$ cat src/rtl/knn_topk.sv
// knn_topk: streaming k-nearest-neighbour engine with a sorted top-K list and a 2-stage distance pipeline.
// Define KNN_VOTE_EN to add the one-cycle majority-vote state and the vote_label result.
module knn_topk #(
    parameter int COORD_W = 16,
    parameter int K       = 4,
    parameter int LABEL_W = 4
) (
    input  logic                         clk,
    input  logic                         rst,
    input  logic                         en,
    input  logic                         start,
    input  logic [COORD_W-1:0]           test_x,
    input  logic [COORD_W-1:0]           test_y,
    input  logic                         pt_valid,
    output logic                         pt_ready,
    input  logic [COORD_W-1:0]           pt_x,
    input  logic [COORD_W-1:0]           pt_y,
    input  logic [LABEL_W-1:0]           pt_label,
    input  logic                         pt_last,
    output logic                         busy,
    output logic                         done,
    output logic [K*(2*COORD_W+1)-1:0]   nn_dist,
    output logic [K*LABEL_W-1:0]         nn_label,
    output logic [$clog2(K+1)-1:0]       nn_count,
    output logic [LABEL_W-1:0]           vote_label
);
    localparam int DIST_W = 2*COORD_W+1;
    localparam int CNT_W  = $clog2(K+1);

    localparam logic [2:0] ST_IDLE  = 3'd0;
    localparam logic [2:0] ST_RUN   = 3'd1;
    localparam logic [2:0] ST_DRAIN = 3'd2;
`ifdef KNN_VOTE_EN
    localparam logic [2:0] ST_VOTE  = 3'd3;
`endif
    localparam logic [2:0] ST_DONE  = 3'd4;

    function automatic logic [COORD_W-1:0] abs_diff(input logic [COORD_W-1:0] a, input logic [COORD_W-1:0] b);
        return (a >= b) ? (a - b) : (b - a);
    endfunction

    logic [2:0]         state_q, state_d;
    logic [COORD_W-1:0] tx_q, tx_d, ty_q, ty_d;
    logic               s1_valid_q, s1_valid_d, s1_last_q, s1_last_d;
    logic [COORD_W-1:0] s1_dx_q, s1_dx_d, s1_dy_q, s1_dy_d;
    logic [LABEL_W-1:0] s1_label_q, s1_label_d;
    logic               s2_valid_q, s2_valid_d, s2_last_q, s2_last_d;
    logic [DIST_W-1:0]  s2_dist_q, s2_dist_d;
    logic [LABEL_W-1:0] s2_label_q, s2_label_d;
    logic [DIST_W-1:0]  dist_q [K];
    logic [DIST_W-1:0]  dist_d [K];
    logic [LABEL_W-1:0] label_q [K];
    logic [LABEL_W-1:0] label_d [K];
    logic [CNT_W-1:0]   count_q, count_d;
    logic               last_ins_q, last_ins_d;

    logic               accept_s;
    logic [K-1:0]       cond_s, first_s;
    logic [DIST_W-1:0]  prev_dist_s [K];
    logic [LABEL_W-1:0] prev_label_s [K];

    assign pt_ready = en & (state_q == ST_RUN);
    assign accept_s = pt_valid & pt_ready;
    assign busy     = (state_q != ST_IDLE);
    assign done     = en & (state_q == ST_DONE);
    assign nn_count = count_q;

    for (genvar g = 0; g < K; g++) begin : g_list
        assign nn_dist[g*DIST_W +: DIST_W]   = dist_q[g];
        assign nn_label[g*LABEL_W +: LABEL_W] = label_q[g];
        if (g == 0) begin : g_head
            assign prev_dist_s[g]  = {DIST_W{1'b0}};
            assign prev_label_s[g] = {LABEL_W{1'b0}};
        end else begin : g_tail
            assign prev_dist_s[g]  = dist_q[g-1];
            assign prev_label_s[g] = label_q[g-1];
        end
    end

    // The list is sorted with invalid entries last, so cond_s is monotone and first_s marks the insert slot.
    always_comb begin
        for (int i = 0; i < K; i++) begin
            cond_s[i] = (CNT_W'(i) >= count_q) | (s2_dist_q < dist_q[i]);
        end
        first_s = cond_s & ~(cond_s << 1);
    end

`ifdef KNN_VOTE_EN
    logic [CNT_W-1:0]   vote_cnt_s [K];
    logic [CNT_W-1:0]   vote_best_s;
    logic [LABEL_W-1:0] vote_s, vote_q, vote_d;

    // Majority label over valid entries; strict compare keeps the nearest entry on a tie.
    always_comb begin
        for (int i = 0; i < K; i++) begin
            vote_cnt_s[i] = {CNT_W{1'b0}};
            for (int j = 0; j < K; j++) begin
                vote_cnt_s[i] = vote_cnt_s[i] +
                    (((CNT_W'(j) < count_q) && (label_q[j] == label_q[i])) ? CNT_W'(1) : CNT_W'(0));
            end
        end
        vote_best_s = {CNT_W{1'b0}};
        vote_s      = {LABEL_W{1'b0}};
        for (int i = 0; i < K; i++) begin
            if ((CNT_W'(i) < count_q) && (vote_cnt_s[i] > vote_best_s)) begin
                vote_best_s = vote_cnt_s[i];
                vote_s      = label_q[i];
            end else begin
                vote_best_s = vote_best_s;
                vote_s      = vote_s;
            end
        end
    end
    assign vote_label = vote_q;
`else
    assign vote_label = {LABEL_W{1'b0}};
`endif

    // Next-state logic for FSM, pipeline and list; en low holds everything.
    always_comb begin
        state_d    = state_q;
        tx_d       = tx_q;
        ty_d       = ty_q;
        s1_valid_d = s1_valid_q;
        s1_dx_d    = s1_dx_q;
        s1_dy_d    = s1_dy_q;
        s1_label_d = s1_label_q;
        s1_last_d  = s1_last_q;
        s2_valid_d = s2_valid_q;
        s2_dist_d  = s2_dist_q;
        s2_label_d = s2_label_q;
        s2_last_d  = s2_last_q;
        dist_d     = dist_q;
        label_d    = label_q;
        count_d    = count_q;
        last_ins_d = last_ins_q;
`ifdef KNN_VOTE_EN
        vote_d     = vote_q;
`endif
        if (en) begin
            s1_valid_d = accept_s;
            if (accept_s) begin
                s1_dx_d    = abs_diff(pt_x, tx_q);
                s1_dy_d    = abs_diff(pt_y, ty_q);
                s1_label_d = pt_label;
                s1_last_d  = pt_last;
            end else begin
                s1_last_d  = 1'b0;
            end
            s2_valid_d = s1_valid_q;
            s2_dist_d  = DIST_W'(s1_dx_q) * DIST_W'(s1_dx_q) + DIST_W'(s1_dy_q) * DIST_W'(s1_dy_q);
            s2_label_d = s1_label_q;
            s2_last_d  = s1_last_q;
            if (s2_valid_q) begin
                for (int i = 0; i < K; i++) begin
                    dist_d[i]  = first_s[i] ? s2_dist_q  : (cond_s[i] ? prev_dist_s[i]  : dist_q[i]);
                    label_d[i] = first_s[i] ? s2_label_q : (cond_s[i] ? prev_label_s[i] : label_q[i]);
                end
                count_d    = (cond_s[K-1] && (count_q < CNT_W'(K))) ? (count_q + CNT_W'(1)) : count_q;
                last_ins_d = s2_last_q | last_ins_q;
            end else begin
                last_ins_d = last_ins_q;
            end
            case (state_q)
                ST_IDLE: begin
                    if (start) begin
                        state_d    = ST_RUN;
                        tx_d       = test_x;
                        ty_d       = test_y;
                        count_d    = {CNT_W{1'b0}};
                        last_ins_d = 1'b0;
                        for (int i = 0; i < K; i++) begin
                            dist_d[i]  = {DIST_W{1'b0}};
                            label_d[i] = {LABEL_W{1'b0}};
                        end
                    end else begin
                        state_d = ST_IDLE;
                    end
                end
                ST_RUN: begin
                    state_d = (accept_s && pt_last) ? ST_DRAIN : ST_RUN;
                end
                ST_DRAIN: begin
                    if (last_ins_q) begin
                        last_ins_d = 1'b0;
`ifdef KNN_VOTE_EN
                        state_d    = ST_VOTE;
`else
                        state_d    = ST_DONE;
`endif
                    end else begin
                        state_d = ST_DRAIN;
                    end
                end
`ifdef KNN_VOTE_EN
                ST_VOTE: begin
                    vote_d  = vote_s;
                    state_d = ST_DONE;
                end
`endif
                ST_DONE: state_d = ST_IDLE;
                default: state_d = ST_IDLE;
            endcase
        end else begin
            state_d = state_q;
        end
    end

    // State registers with synchronous reset.
    always_ff @(posedge clk) begin
        if (rst) begin
            state_q    <= ST_IDLE;
            tx_q       <= {COORD_W{1'b0}};
            ty_q       <= {COORD_W{1'b0}};
            s1_valid_q <= 1'b0;
            s1_dx_q    <= {COORD_W{1'b0}};
            s1_dy_q    <= {COORD_W{1'b0}};
            s1_label_q <= {LABEL_W{1'b0}};
            s1_last_q  <= 1'b0;
            s2_valid_q <= 1'b0;
            s2_dist_q  <= {DIST_W{1'b0}};
            s2_label_q <= {LABEL_W{1'b0}};
            s2_last_q  <= 1'b0;
            count_q    <= {CNT_W{1'b0}};
            last_ins_q <= 1'b0;
            for (int i = 0; i < K; i++) begin
                dist_q[i]  <= {DIST_W{1'b0}};
                label_q[i] <= {LABEL_W{1'b0}};
            end
`ifdef KNN_VOTE_EN
            vote_q     <= {LABEL_W{1'b0}};
`endif
        end else begin
            state_q    <= state_d;
            tx_q       <= tx_d;
            ty_q       <= ty_d;
            s1_valid_q <= s1_valid_d;
            s1_dx_q    <= s1_dx_d;
            s1_dy_q    <= s1_dy_d;
            s1_label_q <= s1_label_d;
            s1_last_q  <= s1_last_d;
            s2_valid_q <= s2_valid_d;
            s2_dist_q  <= s2_dist_d;
            s2_label_q <= s2_label_d;
            s2_last_q  <= s2_last_d;
            count_q    <= count_d;
            last_ins_q <= last_ins_d;
            for (int i = 0; i < K; i++) begin
                dist_q[i]  <= dist_d[i];
                label_q[i] <= label_d[i];
            end
`ifdef KNN_VOTE_EN
            vote_q     <= vote_d;
`endif
        end
    end
endmodule

$ cat config.mk
export PLATFORM = sky130hd
export DESIGN_NAME = knn_topk
export DESIGN_NICKNAME = d
export VERILOG_FILES = /design/src/rtl/knn_topk.sv
export SDC_FILE = /design/constraint.sdc
export NUM_CORES = 2
export LEC_CHECK = 0
export ABC_AREA = 1
export ABC_CLOCK_PERIOD_IN_PS = 13200
export BUFFER_PORTS_ARGS = -buffer_cell sky130_fd_sc_hd__buf_2
export CAP_MARGIN = 20
export CELL_PAD_IN_SITES_DETAIL_PLACEMENT = 0
export CELL_PAD_IN_SITES_GLOBAL_PLACEMENT = 1
export CORE_MARGIN = 8
export CORE_UTILIZATION = 50
export CTS_CLUSTER_SIZE = 8
export DETAILED_ROUTE_END_ITERATION = 8
export PLACE_DENSITY_LB_ADDON = 0.1
export SLEW_MARGIN = 15
export SYNTH_ARGS = -nofsm -noshare
export SYNTH_HDL_FRONTEND = slang
export SYNTH_SLANG_ARGS = --single-unit
$ cat constraint.sdc
create_clock -name clk -period 13.2 [get_ports clk]
set_input_delay 1.98 -clock clk [delete_from_list [all_inputs] [get_ports clk]]
set_output_delay 1.98 -clock clk [all_outputs]
set_load 0.05 [all_outputs]
### Word-level counts from Yosys, hierarchy flattened

Index checks and enable logic that the tools add are counted.

* equal/unequal tests: 3
* mux-type cells: 37
* add/sub/neg operators: 6
* bitwise logic cells: 10
* reduce and logical (&&, ||, !) cells: 6
* order comparisons: 11
* $mul: 2

Operators with widths (count)
* 2-to-1 mux 132 bit: 3
* 2-to-1 mux 33 bit: 8
* < comparator 33 bit: 4
* 2-to-1 mux 16 bit: 5
* multiplier 16 x 16 -> 32 bit: 2
* subtractor 16 bit: 4
* adder 32 x 32 -> 33 bit: 1
* greater-or-equal comparator 16 bit: 2
* 2-to-1 mux 4 bit: 8
* 2-to-1 mux 3 bit: 5
* case mux 3 bit (3 select lines): 1
* greater-or-equal comparator 1 x 3 -> 1 bit, first input constant: 2
* greater-or-equal comparator 2 x 3 -> 1 bit, first input constant: 2
* 2-to-1 mux 1 bit: 5
* bitwise OR 1 bit: 5
* AND 4 bit: 1
* inverter 4 bit: 1
* adder 3 x 1 -> 3 bit, second input constant: 1
* AND 1 bit: 3
* == test 3 x 1 -> 1 bit, second input constant: 1
* == test 3 x 2 -> 1 bit, second input constant: 1
* == test 3 bit, second input constant: 1
* zero test 3 bit: 1
* < comparator 3 bit, second input constant: 1
* 6 further kinds: 7

* output and inout bits: 158
* register bits: 264
* word-level logic and storage cells: 97
* bits of input ports: 74

### Longest topological paths before layout

* depth in word-level cells: 8
* gate-level depth with buffers: 33
* mapped depth without buffers: 31

### Worst setup path after synthesis

Ideal clock, no wire load.

* path type: reg2reg
* start: reg s1_dx_q[4]
* end: reg s2_dist_q[22]
* setup time: 0.058 ns
* data arrival time: 6.544 ns
* buffers on the path: 2
* setup slack: 6.598 ns
* stages on the path, launching flop included: 27
* data required time: 13.142 ns
* period minus slack after synthesis: 6.602 ns
* cells stage by stage: dfxtp_1 clkbuf_1 clkbuf_1 nand2_1 fa_1 inv_1 fa_1 inv_1 fa_1 fa_1 fa_1 inv_1 fa_1 fa_1 fa_1 ha_1 a21oi_1 o21ai_0 a21oi_1 inv_1 a21oi_1 o21ai_0 nand2_1 inv_1 o21ai_0 o211ai_1 inv_1

* word-level cells in the longest chain between the ends: 2

Ends and longest elaborated chain
* start: declaration: line 45 `logic [COORD_W-1:0] s1_dx_q, s1_dx_d, s1_dy_q, s1_dy_d;`
* start signal: assignment: line 216 `s1_dx_q <= {COORD_W{1'b0}};`
* multiplier 16 x 16 -> 32 bit: line 151 `s2_dist_d = DIST_W'(s1_dx_q) * DIST_W'(s1_dx_q) + DIST_W'(s1_dy_q) * DIST_W'(s1_dy_q);`
* adder 32 x 32 -> 33 bit: line 151
* end signal: assignment: line 221 `s2_dist_q <= {DIST_W{1'b0}};`
* end signal: assignment: line 243 `s2_dist_q <= s2_dist_d;`
* end: declaration: line 48 `logic [DIST_W-1:0] s2_dist_q, s2_dist_d;`

No other way between the ends.
A chain may end at the register's enable or synchronous reset.

### Worst setup path in the final report

* start: reg s1_dx_q[9]
* end: reg s2_dist_q[29]

The elaborated chain is that of the path after synthesis.

==> flow_summary.yaml <==
outcome:
  status: "finished, final reports clean"
clock_network:
  cts.sinks: 264
  cts_setup_buffers: 0
  cts_buffers: 40
  hold_buffers: 0
  clk_latency_ps: 590
  clk_pin_slew_ps: 50
  cts_tree: "built"
  cts_buffer_depth: 3
  cts_root_buf: "clkbuf_16"
  cts_resized: 0
  cts-htree-levels: 2
die:
  dieArea_sq_um: 81500
  fp-row-count: 98
  coreArea_sq_um: 71700
  initial_utilization_pct: 50.6
  chipWidth_um: 285
  io-pin-count: 232
  die_h_um: 285
route:
  routed_wirelength_um: 114000
  viasPerCell: 5.26
  ant_nets: 0
  drtIter0Drc: 2223
  route.detailed.drc: 0
  dr_total_vias: 32100
  drt_first_pass_iters: 5
  wl_per_cell_um: 18.7
min_path:
  worstHoldStart: "ty_q[15]"
  whs_path_depth: 2
  hold_path.class: "reg -> reg"
worst_setup_path:
  worstReg2RegStart: "s1_dx_q[9]"
  worst_ep_arrival_time_ps: 7670
  setup.worst_path.start: "s1_dx_q[9]"
  slowest_stage: "dfxtp_1"
  start_kind: "flop"
  cp-end-kind: "flop"
  crit_type: "reg -> reg"
  path_buf_inv: 7
  reg2reg_depth: 28
  worst-path-stages: 28
  crit_fanout: 17
  max_stage_delay_ps: 840
  cp_top_family: "adder cells"
  cp_data_required_time_ps: 13680
logic_synthesis:
  synthTopCellsByArea: "fa_1 (21%), dfxtp_1 (15%), ha_1 (14%)"
  synth_seq_cells: 264
  async_reset_ff_share_pct: 0
  avgSynthCellArea_sq_um: 7.08
  yosysWarnings: 0
  synth.cell_area_sq_um: 36300
  synth_top_area_share_pct: 21.3
  synthCells: 5130
  seq_area_frac_synth_pct: 14.6
  ys_types: 51
  synth_edf_count: 0
  yosys.area.top_type: "fa_1"
  synth-main-ff-cell: "dfxtp_1"
cells_and_area:
  nets: 6008
  final_cell_mix: "nand2_1 (1296), inv_1 (1079), a21oi_1 (407)"
  final_common_cell: "nand2_1"
  final_cell_area_sq_um: 38800
  drive_gt1_share_pct: 8.21
  n_antenna_cell: 0
  syn2layout_area_growth_pct: 6.81
global_route:
  gr-total-overflow: 0
  grt_pass1_vias: 32300
  grt_pass1_wl_um: 182000
  grt_use_met2_pct: 46.4
  grt_util_met1_pct: 36.7
  use_met3_pct: 4.09
  grt-busiest-layer: "met2"
  track_usage_pct: 27.6
  grt_max_degree: 94
  antenna_found_initial: 4
placement:
  gp_congestion: 0.888
  port_buffers: 227
  hpwl_um: 86400
  placed_area_sq_um: 37600
sta:
  hold_slack_ps: 457
  hold_viol: 0
  drv_slew: 0
  rsz0062_at_grt: "false"
  setup_viol: 0
  timing.fmax_mhz: 139
  tightest_slew_ps: 1150
  period_share_pct: 54.5
  timing.final.crit_period_ps: 7190
  clock_skew_ps: 35.9
  fin_setup_tns_ps: 0
  relSlewSlack_pct: 23.6
power_and_ir_drop:
  switching_share_pct: 36.6
  power.density_nw_per_um2: 66.3
  clkPwrFrac_pct: 39.4
  switchingPower_w: 0.000941
  vdd_drop_max_uv: 96.1
  combPwrFrac_pct: 26.3
  leakagePower_nw: 21.5
  power.internal_w: 0.00163
  power_w: 0.00257
  pwr-share-seq_pct: 34.3
job:
  maxCapViolations: 0
==> per-layer routing <==
layer / vias to the layer above / wire length [um]
met5: - / 13
met4: 2 / 3230
met3: 164 / 6780
met2: 874 / 53400
met1: 15300 / 50600
li1: 15800 / -
==> area by class of cell <==
type	instances	area, sq um
Fill cell	7306	33000
Multi-Input combinational cell	3502	25600
Sequential cell	264	5290
Inverter	1091	4100
Timing Repair Buffer	254	1370
Tap cell	950	1190
Clock buffer	49	1090
Clock inverter	3	76.3
==> cells by family after synthesis <==
group / share of synthesized area [%]
buf+inv: 14.9
flops: 14.6
other cells: 0.0103
fa+ha+maj: 34.9
compound gates: 12.3
simple gates: 21.0
xor+xnor: 2.32
==> worst reg2reg max path, delay by kind of cell, from the launching register on <==
kind            cells  cell delay [ps]
fa+ha+maj           9             4140
flops               1              840
compound gates      3              450
simple gates        9             1190
buf+inv             7              470
==> worst paths after layout <==
path | endpoint | slack [ps]
min reg2reg | ty_q[15] | 460
min | ty_q[15] | 460
max reg2reg | s2_dist_q[29] | 6010
max | s2_dist_q[29] | 6010
==> synth_stat cells, types with 5 or more instances <==
| cell type | number |
|---|---|
| xor2_1 | 75 |
| o21bai_1 | 18 |
| buf_6 | 15 |
| buf_1 | 8 |
| o21ai_0 | 246 |
| xnor2_1 | 21 |
| nand3_1 | 253 |
| buf_4 | 22 |
| dfxtp_1 | 264 |
| o21ai_1 | 9 |
| nand2_2 | 5 |
| inv_2 | 8 |
| nor2_1 | 128 |
| clkbuf_2 | 11 |
| nand3_2 | 45 |
| ha_1 | 395 |
| nor3_1 | 22 |
| inv_1 | 1082 |
| o211ai_1 | 25 |
| nand4_1 | 47 |
| o21a_1 | 8 |
| clkbuf_1 | 165 |
| a21o_1 | 25 |
| fa_1 | 386 |
| a21oi_2 | 42 |
| nand2_1 | 1299 |
| buf_2 | 55 |
| a21oi_1 | 407 |
==> per-stage QoR <==
stage | util, % | cells | worst slack (ps)
3_3_place_gp | 52.4 | 6059 | 6060
5_1_grt | 54.0 | 6113 | 5550
4_1_cts | 54.0 | 6112 | 6010
3_5_place_dp | 52.4 | 6060 | 6070
6_report | 54.0 | 6113 | 6010
2_1_floorplan | - | 5133 | 6600
==> power groups by stage <==
stage / clock [W] / sequential (W) / combinational (W)
final: 0.00101 / 0.000883 / 0.000675
after global routing: 0.00107 / 0.000886 / 0.000756
after global placement: 0 / 0.000897 / 0.000664
after detailed placement: 0 / 0.000898 / 0.000669
after floorplan: 0 / 0.000901 / 0.000464
after CTS: 0.00104 / 0.000881 / 0.000672
==> sequential cells by signal (all words and copies together), names as in the netlist, 4 cells and up <==
signal      count
tx_q           16
s2_label_q      4
s1_dx_q        16
nn_dist       132
nn_label       16
s1_dy_q        16
s1_label_q      4
s2_dist_q      33
ty_q           16
(Power assumes the default switching activity.)
